## src/rtl/lru_cam_pkg.sv

```systemverilog
// Shared types and defaults for the LRU content-addressable store controller.
package lru_cam_pkg;

  localparam int LRU_DEPTH  = 8;
  localparam int LRU_DATA_W = 8;

  // Response fields are held at fixed maximum widths so one type serves every
  // DEPTH/DATA_W configuration; the controller narrows them at its ports.
  localparam int RESP_IDX_MAX  = 16;
  localparam int RESP_DATA_MAX = 64;

  typedef enum logic [1:0] {
    IDLE   = 2'd0,
    LOOKUP = 2'd1,
    UPDATE = 2'd2,
    RESP   = 2'd3
  } state_e;

  typedef struct packed {
    logic                     hit;
    logic [RESP_IDX_MAX-1:0]  index;
    logic                     evict_valid;
    logic [RESP_DATA_MAX-1:0] evict_data;
  } resp_t;

endpackage

```

## src/rtl/lru_cam_ctrl_if.sv

```systemverilog
// Request/response bus of the LRU CAM controller plus its occupancy status.
interface lru_cam_ctrl_if
  import lru_cam_pkg::*;
#(
  parameter int DEPTH  = LRU_DEPTH,
  parameter int DATA_W = LRU_DATA_W
) ();
  localparam int IDX_W = $clog2(DEPTH);

  // Both channels: a transfer happens on a rising clk edge where valid && ready;
  // the source holds valid and its payload stable until that edge, and valid
  // never waits on ready.
  logic              req_valid;
  logic              req_ready;
  logic [DATA_W-1:0] req_data;
  logic              resp_valid;
  logic              resp_ready;
  logic              resp_hit;
  logic [IDX_W-1:0]  resp_index;
  logic              resp_evict_valid;
  logic [DATA_W-1:0] resp_evict_data;
  logic [IDX_W:0]    occupancy;

  modport master (
    output req_valid, req_data, resp_ready,
    input  req_ready, resp_valid, resp_hit, resp_index,
    input  resp_evict_valid, resp_evict_data, occupancy
  );

  modport slave (
    input  req_valid, req_data, resp_ready,
    output req_ready, resp_valid, resp_hit, resp_index,
    output resp_evict_valid, resp_evict_data, occupancy
  );

endinterface

```

## src/rtl/lru_cam_entry.sv

```systemverilog
// One CAM position: key register, valid bit and equality-and-valid compare.
module lru_cam_entry #(
  parameter int DATA_W = 8
) (
  input  logic              clk,
  input  logic              reset,
  input  logic              load_i,
  input  logic              sel_key_i,
  input  logic              clr_valid_i,
  input  logic [DATA_W-1:0] key_i,
  input  logic [DATA_W-1:0] up_data_i,
  input  logic              up_valid_i,
  output logic [DATA_W-1:0] data_o,
  output logic              valid_o,
  output logic              match_o
);

  logic [DATA_W-1:0] data_q;
  logic              valid_q;

  always_ff @(posedge clk or negedge reset) begin
    if (!reset) begin
      data_q  <= '0;
      valid_q <= 1'b0;
    end else if (clr_valid_i) begin
      valid_q <= 1'b0;
    end else if (load_i) begin
      data_q  <= sel_key_i ? key_i : up_data_i;
      valid_q <= sel_key_i ? 1'b1  : up_valid_i;
    end
  end

  assign data_o  = data_q;
  assign valid_o = valid_q;
  assign match_o = valid_q && (data_q == key_i);

endmodule

```

## src/rtl/lru_cam_ctrl.sv

```systemverilog
// LRU CAM controller: FSM, priority encoder, shift/insert enables, eviction and occupancy.
// Optional macro LRU_CAM_FLUSH_EN adds a flush input that invalidates every entry from IDLE.
module lru_cam_ctrl
  import lru_cam_pkg::*;
#(
  parameter int DEPTH  = LRU_DEPTH,
  parameter int DATA_W = LRU_DATA_W
) (
  input  logic          clk,
  input  logic          reset,
`ifdef LRU_CAM_FLUSH_EN
  input  logic          flush,
`endif
  lru_cam_ctrl_if.slave bus,
  output state_e        state_o
);
  localparam int IDX_W = $clog2(DEPTH);

  state_e            state_q, state_d;
  logic [DATA_W-1:0] key_q;
  logic              hit_q;
  logic [IDX_W-1:0]  hit_idx_q;
  resp_t             resp_q, resp_d;
  logic [IDX_W:0]    occ_q;

  logic [DATA_W-1:0] data_w [DEPTH];
  logic [DEPTH-1:0]  valid_w, match_w, load_en;
  logic              hit_c;
  logic [IDX_W-1:0]  idx_c;
  logic              flush_c, accept_c, resp_done_c;

`ifdef LRU_CAM_FLUSH_EN
  assign flush_c = (state_q == IDLE) && flush;
`else
  assign flush_c = 1'b0;
`endif
  assign accept_c    = bus.req_valid && bus.req_ready;
  assign resp_done_c = bus.resp_valid && bus.resp_ready;

  // Position 0 takes the key; every other position takes its upstream neighbour.
  for (genvar i = 0; i < DEPTH; i++) begin : g_entry
    logic [DATA_W-1:0] up_data;
    logic              up_valid;
    if (i == 0) begin : g_head
      assign up_data  = '0;
      assign up_valid = 1'b0;
    end else begin : g_body
      assign up_data  = data_w[i-1];
      assign up_valid = valid_w[i-1];
    end
    lru_cam_entry #(.DATA_W(DATA_W)) u_entry (
      .clk         (clk),
      .reset       (reset),
      .load_i      (load_en[i]),
      .sel_key_i   (i == 0),
      .clr_valid_i (flush_c),
      .key_i       (key_q),
      .up_data_i   (up_data),
      .up_valid_i  (up_valid),
      .data_o      (data_w[i]),
      .valid_o     (valid_w[i]),
      .match_o     (match_w[i])
    );
  end

  // Lowest matching position wins.
  always_comb begin
    hit_c = 1'b0;
    idx_c = '0;
    for (int i = DEPTH - 1; i >= 0; i--) begin
      if (match_w[i]) begin
        hit_c = 1'b1;
        idx_c = IDX_W'(i);
      end
    end
  end

  always_ff @(posedge clk or negedge reset) begin
    if (!reset) state_q <= IDLE;
    else        state_q <= state_d;
  end

  always_comb begin
    state_d = state_q;
    case (state_q)
      IDLE:    if (accept_c)    state_d = LOOKUP;
      LOOKUP:                   state_d = UPDATE;
      UPDATE:                   state_d = RESP;
      RESP:    if (resp_done_c) state_d = IDLE;
      default:                  state_d = IDLE;
    endcase
  end

  always_comb begin
    bus.req_ready  = (state_q == IDLE) && !flush_c;
    bus.resp_valid = (state_q == RESP);
    load_en        = '0;
    for (int i = 0; i < DEPTH; i++) begin
      load_en[i] = (state_q == UPDATE) && (!hit_q || (IDX_W'(i) <= hit_idx_q));
    end
  end

  // Entries still hold their pre-update values in UPDATE, so the last one is the victim.
  always_comb begin
    resp_d = resp_q;
    if (state_q == UPDATE) begin
      resp_d.hit         = hit_q;
      resp_d.index       = RESP_IDX_MAX'(hit_idx_q);
      resp_d.evict_valid = !hit_q && valid_w[DEPTH-1];
      resp_d.evict_data  = hit_q ? '0 : RESP_DATA_MAX'(data_w[DEPTH-1]);
    end
  end

  always_ff @(posedge clk or negedge reset) begin
    if (!reset) begin
      key_q     <= '0;
      hit_q     <= 1'b0;
      hit_idx_q <= '0;
      resp_q    <= '0;
      occ_q     <= '0;
    end else begin
      resp_q <= resp_d;
      if (accept_c) key_q <= bus.req_data;
      if (state_q == LOOKUP) begin
        hit_q     <= hit_c;
        hit_idx_q <= idx_c;
      end
      if (flush_c) begin
        occ_q <= '0;
      end else if ((state_q == UPDATE) && !hit_q && (occ_q != (IDX_W+1)'(DEPTH))) begin
        occ_q <= occ_q + 1'b1;
      end
    end
  end

  assign bus.resp_hit         = resp_q.hit;
  assign bus.resp_index       = IDX_W'(resp_q.index);
  assign bus.resp_evict_valid = resp_q.evict_valid;
  assign bus.resp_evict_data  = DATA_W'(resp_q.evict_data);
  assign bus.occupancy        = occ_q;
  assign state_o              = state_q;

endmodule

```

## src/flat_wrapper.sv

```systemverilog
// flat-port wrapper written by rule: the top's interface ports become plain ports
module lru_cam_ctrl_flat import lru_cam_pkg::*;
#(
  parameter int DEPTH  = LRU_DEPTH,
  parameter int DATA_W = LRU_DATA_W
)
  (clk, reset, state_o, bus_req_valid, bus_req_data, bus_resp_ready, bus_req_ready, bus_resp_valid, bus_resp_hit, bus_resp_index, bus_resp_evict_valid, bus_resp_evict_data, bus_occupancy);
  lru_cam_ctrl_if #(.DEPTH(DEPTH), .DATA_W(DATA_W)) bus_i ();
  input  logic clk;
  input  logic reset;
  output state_e state_o;
  input wire logic [$bits(bus_i.req_valid)-1:0] bus_req_valid;
  input wire logic [$bits(bus_i.req_data)-1:0] bus_req_data;
  input wire logic [$bits(bus_i.resp_ready)-1:0] bus_resp_ready;
  output wire logic [$bits(bus_i.req_ready)-1:0] bus_req_ready;
  output wire logic [$bits(bus_i.resp_valid)-1:0] bus_resp_valid;
  output wire logic [$bits(bus_i.resp_hit)-1:0] bus_resp_hit;
  output wire logic [$bits(bus_i.resp_index)-1:0] bus_resp_index;
  output wire logic [$bits(bus_i.resp_evict_valid)-1:0] bus_resp_evict_valid;
  output wire logic [$bits(bus_i.resp_evict_data)-1:0] bus_resp_evict_data;
  output wire logic [$bits(bus_i.occupancy)-1:0] bus_occupancy;
  assign bus_i.req_valid = bus_req_valid;
  assign bus_i.req_data = bus_req_data;
  assign bus_i.resp_ready = bus_resp_ready;
  assign bus_req_ready = bus_i.req_ready;
  assign bus_resp_valid = bus_i.resp_valid;
  assign bus_resp_hit = bus_i.resp_hit;
  assign bus_resp_index = bus_i.resp_index;
  assign bus_resp_evict_valid = bus_i.resp_evict_valid;
  assign bus_resp_evict_data = bus_i.resp_evict_data;
  assign bus_occupancy = bus_i.occupancy;
  lru_cam_ctrl #(.DEPTH(DEPTH), .DATA_W(DATA_W)) u_core (.clk(clk), .reset(reset), .bus(bus_i), .state_o(state_o));
endmodule
```

## config.mk

```make
export PLATFORM = sky130hd
export DESIGN_NAME = lru_cam_ctrl_flat
export DESIGN_NICKNAME = d
export VERILOG_FILES = /design/src/rtl/lru_cam_pkg.sv /design/src/rtl/lru_cam_ctrl_if.sv /design/src/rtl/lru_cam_entry.sv /design/src/rtl/lru_cam_ctrl.sv /design/src/flat_wrapper.sv
export SDC_FILE = /design/constraint.sdc
export NUM_CORES = 1
export LEC_CHECK = 0
export BUFFER_PORTS_ARGS = -buffer_cell sky130_fd_sc_hd__clkbuf_2
export CAP_MARGIN = 15
export CELL_PAD_IN_SITES_DETAIL_PLACEMENT = 1
export CELL_PAD_IN_SITES_GLOBAL_PLACEMENT = 1
export CORE_MARGIN = 2
export CORE_UTILIZATION = 50
export DETAILED_ROUTE_END_ITERATION = 8
export GPL_TIMING_DRIVEN = 0
export HOLD_SLACK_MARGIN = 0.02
export PLACE_DENSITY_LB_ADDON = 0.1
export SETUP_SLACK_MARGIN = 0.5
export SLEW_MARGIN = 20
export SYNTH_ARGS = -nofsm -noshare
export SYNTH_HDL_FRONTEND = slang
export SYNTH_HIERARCHICAL = 1
export SYNTH_SLANG_ARGS = --single-unit
```

## constraint.sdc

```tcl
create_clock -name clk -period 5.25 [get_ports clk]
set_input_delay 0.7875 -clock clk [delete_from_list [all_inputs] [get_ports clk]]
set_output_delay 0.7875 -clock clk [all_outputs]
set_load 0.01 [all_outputs]
```

==> metrics.txt, run 1 <==
DR DRC count=0; cell total after placement=750; Detail Placement HPWL=9800 µm; skew final=0.00527 ns; Tmin final=2.45 ns; Syn-to-layout area delta=13.7%; reg2reg end=u_core/hit_idx_q[0]; buffer and inverter count on the worst path=0; post-synthesis cell count=546; fraction of layout cells with a size suffix above 1=16.8%; grt met1 use=28.5%; Slowest-stage cell, CP=dfrtp_1; Final Hold Vio Count=0; Reg2Reg Depth=6; Final Instance Area=6420 µm²; Overall Global Routing Usage=25.1%; Mapped Area=5640 µm²; Via Count=4096; Initial DRC Count=193; number of buffers created by CTS=9; Synth async-reset ratio=100%; VDD IR-drop max=333 µV; most frequent cells in the layout=103 x dfrtp_1, 90 x nand2_1, 66 x xnor2_1, 64 x mux2i_1, 61 x o21ai_0; post-cts sizing count=0; core area=10900 µm²; cts hold-fix bufs=0; Setup crit end kind=flop; nets@finish=639; status=complete, no violations; FMAX=409 MHz; setup tns final=0 ns; Arr. time, crit path=2.72 ns; reg-to-reg slack, setup=2.80 ns; Port-buffer cells=32; dpl cell area=6130 µm²; largest stage delay on the critical path=1.03 ns; met3 Track Usage GR=5.47%; CTS tree=built; worst-margin pin slew=1.04 ns; Seq cells post-synth=103; leading cell type in the layout, fill and taps excluded=dfrtp_1; Required @ worst endpoint=5.52 ns; Rows=38; GRT overflow=0; final cell count without fillers=764; synth warn=6; final period utilization=46.6%; Crit Path Class=flop to flop; diode count=0; IO Count=33; Finished Core Util=58.7%; Die Area=12200 µm²; Netlist cell types=33; Sink Count=103; die width=110 µm; GR peak layer=met2; hold slack=0.360 ns; crit start category=flop; GPL Wtd Cong=0.752; Clock transition at path regs=0.06 ns; Die Y=110 µm; ys flop type=dfrtp_1; clock latency on the worst-skew pair=0.35 ns; delay-heaviest family, CP=flip-flops; total wire length=13800 µm; largest net degree at the start of global routing=64; Slew headroom=30.6%; worst reg2reg path startpoint=u_core/key_q[1]; Vias/cell=5.36; vias in the first global route=4537; Initial Utilization=51.6%; count of max-cap constraint violations=0; Hold Path Class=input port to asynchronous set/reset pin; sequential area share after synthesis=45.7%; Max clock buf depth=2; CP Max Fanout=17; Antenna Violating Nets Remaining=0; Root Driver=clkbuf_16; Power Density=613 nW/µm²; # setup viols final=0; number of synthesized flops with an enable pin=0; Synth Area per Inst=10.3 µm²; met2 GRT Util=47.6%; Leak=0.00294 µW; TritonRoute pass-1 iters=4; post-CTS setup buffers=0; crit-path cells=xnor2_1 -> nand4_1 -> nor3_1 -> nor2_1 -> a221o_1 -> a31oi_1; RSZ-0062 raised after global routing=false; first-pass GRT wire length=22900 µm; H-Tree Depth=3; Routed WL per cell=18.1 µm; initial antenna violation count=0; Slew Viols, Final=0
## how the worst max path moves through the flow
| stage | from | end | cells past startpoint |
|---|---|---|---|
| final | u_core/key_q[1] | u_core/hit_idx_q[0] | 6 |
| after global placement | reset | u_core/g_entry[0].u_entry/data_o[1] | 1 |
| after CTS | u_core/key_q[1] | u_core/hit_idx_q[0] | 6 |
| after detailed placement | u_core/key_q[3] | u_core/hit_idx_q[0] | 6 |
| after global routing | u_core/key_q[1] | u_core/hit_idx_q[0] | 6 |
| after floorplan | u_core/state_o[0] | u_core/g_entry[5].u_entry/data_o[0] | 8 |
## synthesized netlist by cell type (3+ instances only)
cell type / count / share of area, %
inv_1: 20 / 1.3
nand4_1: 9 / 1.0
mux2i_1: 64 / 11
ha_1: 6 / 1.3
o21ai_0: 61 / 5.4
xnor2_1: 66 / 10
nand3_1: 11 / 0.98
dfrtp_1: 103 / 46
nand2_1: 90 / 6.0
buf_6: 17 / 3.4
mux2_2: 13 / 2.6
a211oi_1: 8 / 1.1
clkbuf_1: 3 / 0.20
nor3_1: 8 / 0.71
nor2_1: 21 / 1.4
nand2b_4: 8 / 2.0
o21ai_2: 16 / 2.5
## flip-flops by register name, summed over array words and instances (netlist names), 2 cells and up
name / flops
u_core/bus.occupancy: 4
u_core/bus.resp_evict_data: 8
u_core/bus.resp_index: 3
u_core/g_entry.u_entry/data_o: 64
u_core/g_entry.u_entry/valid_o: 8
u_core/hit_idx_q: 3
u_core/key_q: 8
u_core/state_o: 2
## where the power goes
part	switching (µW)	internal, µW
Clock	277	369
Combinational	764	797
Sequential	590	1140
## through the flow
| stage | power (µW) | setup slack, ns |
|---|---|---|
| 3_3_place_gp | 3160 | 1.98 |
| 4_1_cts | 3970 | 2.77 |
| 5_1_grt | 4240 | 2.64 |
| 6_report | 3930 | 2.80 |
| 2_1_floorplan | 2750 | 3.36 |
| 3_5_place_dp | 3300 | 2.80 |
## cells by family (layout without fill, tap and decap cells)
| kind of cell | after synthesis | in the layout | share of synthesized area [%] |
|---|---|---|---|
| compound gates | 98 | 98 | 10.7 |
| buf+inv | 41 | 88 | 5.01 |
| simple gates | 152 | 152 | 12.7 |
| flops | 103 | 103 | 45.7 |
| xor+xnor | 66 | 66 | 10.2 |
| fa+ha+maj | 6 | 6 | 1.33 |
| other cells | 2 | 33 | 0.133 |
| mux | 78 | 78 | 14.2 |
## final cells by class
type,count,area (µm²)
buffer,21,208
clock buffer,14,284
fill,1225,4520
inverter,20,75.1
multi-input combinational,433,2900
sequential,103,2580
tap,140,175
timing repair buffer,33,196
## worst register-to-register path: stages (launching register included)
cell	delay (ns)
dfrtp_1	1.03
xnor2_1	0.21
nand4_1	0.16
nor3_1	0.38
nor2_1	0.11
a221o_1	0.34
a31oi_1	0.16
## per-layer routing
layer | wire length (µm) | part of all wire, %
met1 | 5600 | 41
met2 | 7640 | 55
met3 | 359 | 2.6
met4 | 208 | 1.5
met5 | 0 | 0
No activity file was read; power rests on OpenSTA's default activity.
==> run 2, diff against run 1 <==
--- a/config.mk
+++ b/config.mk
@@ -10,7 +10,7 @@
 export CELL_PAD_IN_SITES_DETAIL_PLACEMENT = 1
 export CELL_PAD_IN_SITES_GLOBAL_PLACEMENT = 1
 export CORE_MARGIN = 2
-export CORE_UTILIZATION = 50
+export CORE_UTILIZATION = 44
 export DETAILED_ROUTE_END_ITERATION = 8
 export GPL_TIMING_DRIVEN = 0
 export HOLD_SLACK_MARGIN = 0.02
==> constraint.sdc (replaced) <==
create_clock -name clk -period 2.1 [get_ports clk]
set_input_delay 0.315 -clock clk [delete_from_list [all_inputs] [get_ports clk]]
set_output_delay 0.315 -clock clk [all_outputs]
set_load 0.01 [all_outputs]
==> metrics.txt, run 2 (synthesis results as in run 1) <==
status=complete, no violations; final period utilization=92.7%; Arr. time, crit path=2.22 ns; Power Density=1620 nW/µm²; H-Tree Depth=3; vias in the first global route=4613; count of max-cap constraint violations=0; Syn-to-layout area delta=34.8%; top layer in use=met4; DR WL met2=9620 µm; GPL Wtd Cong=0.754; first-pass GRT wire length=24200 µm; Overall Global Routing Usage=23.7%; Slew Viols, Final=0; IO Count=33; FMAX=514 MHz; Fillers=1353; most frequent cells in the layout=93 x dfrtp_1, 77 x nand2_1, 64 x mux2i_1, 60 x buf_4, 55 x xnor2_1; total wire length=17300 µm; largest stage delay on the critical path=0.52 ns; Rows=41; Root Driver=clkbuf_16; core area=12600 µm²; Die Area=13700 µm²; largest net degree at the start of global routing=58; Detail Placement HPWL=9620 µm; Hold Path Class=input port to flop; Met1 Wirelength=6920 µm; Final Instance Area=7610 µm²; CTS tree=built; Leak=0.00355 µW; Initial Utilization=44.9%; Antenna Violating Nets Remaining=0; pre-CTS WS=0.113 ns; GRT overflow=0; Slowest-stage cell, CP=dfrtp_4; Routed WL per cell=19.8 µm; Port-buffer cells=32; dpl cell area=6220 µm²; clock latency on the worst-skew pair=0.35 ns; diode count=0; Final Hold Vio Count=0; Crit Path Class=flop to flop; setup ws final=0.154 ns; # setup viols final=0; leading cell type in the layout, fill and taps excluded=dfrtp_1; max FFs per register=64; initial antenna violation count=0; Finished Core Util=60.6%; skew final=0.00851 ns; Clock transition at path regs=0.07 ns; crit start category=flop; DR DRC count=0; Met3 Wirelength=352 µm; VDD IR-drop max=746 µV; TritonRoute pass-1 iters=4; crit-path cells=buf_6 -> xnor2_2 -> nand4_1 -> nor3_4 -> nand2b_1 -> a221o_1 -> a31oi_1; Max clock buf depth=2; Setup crit end kind=flop; Vias/cell=5.17; Initial DRC Count=178; Die Y=117 µm; nets@finish=714; fraction of layout cells with a size suffix above 1=34.0%; Via Count=4516; Required @ worst endpoint=2.37 ns; die width=117 µm; Sink Count=103; Tmin final=1.95 ns; RSZ-0062 raised after global routing=true; number of buffers created by CTS=9; CP Max Fanout=3
run 2: through the flow:
stage	total power, µW	cells	setup TNS (ns)	hold slack [ns]
2_1_floorplan	6950	577	0	0.0194
3_3_place_gp	8020	781	-77.21	0.505
3_5_place_dp	8290	782	0	0.286
4_1_cts	11000	826	0	0.182
5_1_grt	13100	873	0	0.207
6_report	12300	873	0	0.199
run 2: worst paths after layout:
check                                                   start                                  end  slack, ns  depth (start not counted)
min in group asynchronous                               reset  u_core/g_entry[6].u_entry/data_o[4]       0.47                          2
worst min register to register  u_core/bus.resp_evict_data[3]        u_core/bus.resp_evict_data[3]       0.52                          2
max in group asynchronous                               reset                         u_core/hit_q       0.98                          3
worst max register to register                u_core/key_q[4]                  u_core/hit_idx_q[0]       0.15                          7
worst max-delay path                          u_core/key_q[4]                  u_core/hit_idx_q[0]       0.15                          7
worst min-delay path                          bus_req_data[2]                      u_core/key_q[2]       0.20                          2
run 2: where the power goes:
group	switching, µW	internal (µW)	leakage (µW)
Combinational	2980	3260	0.00207
Clock	762	1160	0.000166
Sequential	1250	2910	0.00131
run 2: final cells by class:
cell class                 instances  area (µm²)  share of cell area [%]
multi-input combinational        433        3200                    42.1
sequential                       103        2610                    34.3
timing repair buffer             108         921                    12.1
buffer                            21         249                    3.27
clock buffer                      10         229                    3.01
tap                              172         215                    2.83
clock inverter                     6         109                    1.43
inverter                          20        75.1                   0.986
run 2: critical path: cells and delay by family, from the launching register on:
family / cells / cell delay [ns]
compound gates: 2 / 0.51
xor+xnor: 1 / 0.15
buf+inv: 1 / 0.15
flops: 1 / 0.52
simple gates: 3 / 0.54
run 2: layer usage:
metal | vias to the layer above | GRT usage (%)
met5 | - | 0
met4 | 0 | 7.92
met3 | 28 | 2.52
met2 | 56 | 43.6
met1 | 2297 | 28.7
li1 | 2135 | -
run 2: what timing repair did:
item | in CTS | in global routing
resized for setup | 34 | 75
endpoints found under the hold margin | 46 | 0
hold buffers | 1 | 0
cloned | 0 | 5
endpoints found under the setup margin | 65 | 68
setup buffers | 27 | 42
pin swaps | 9 | 16
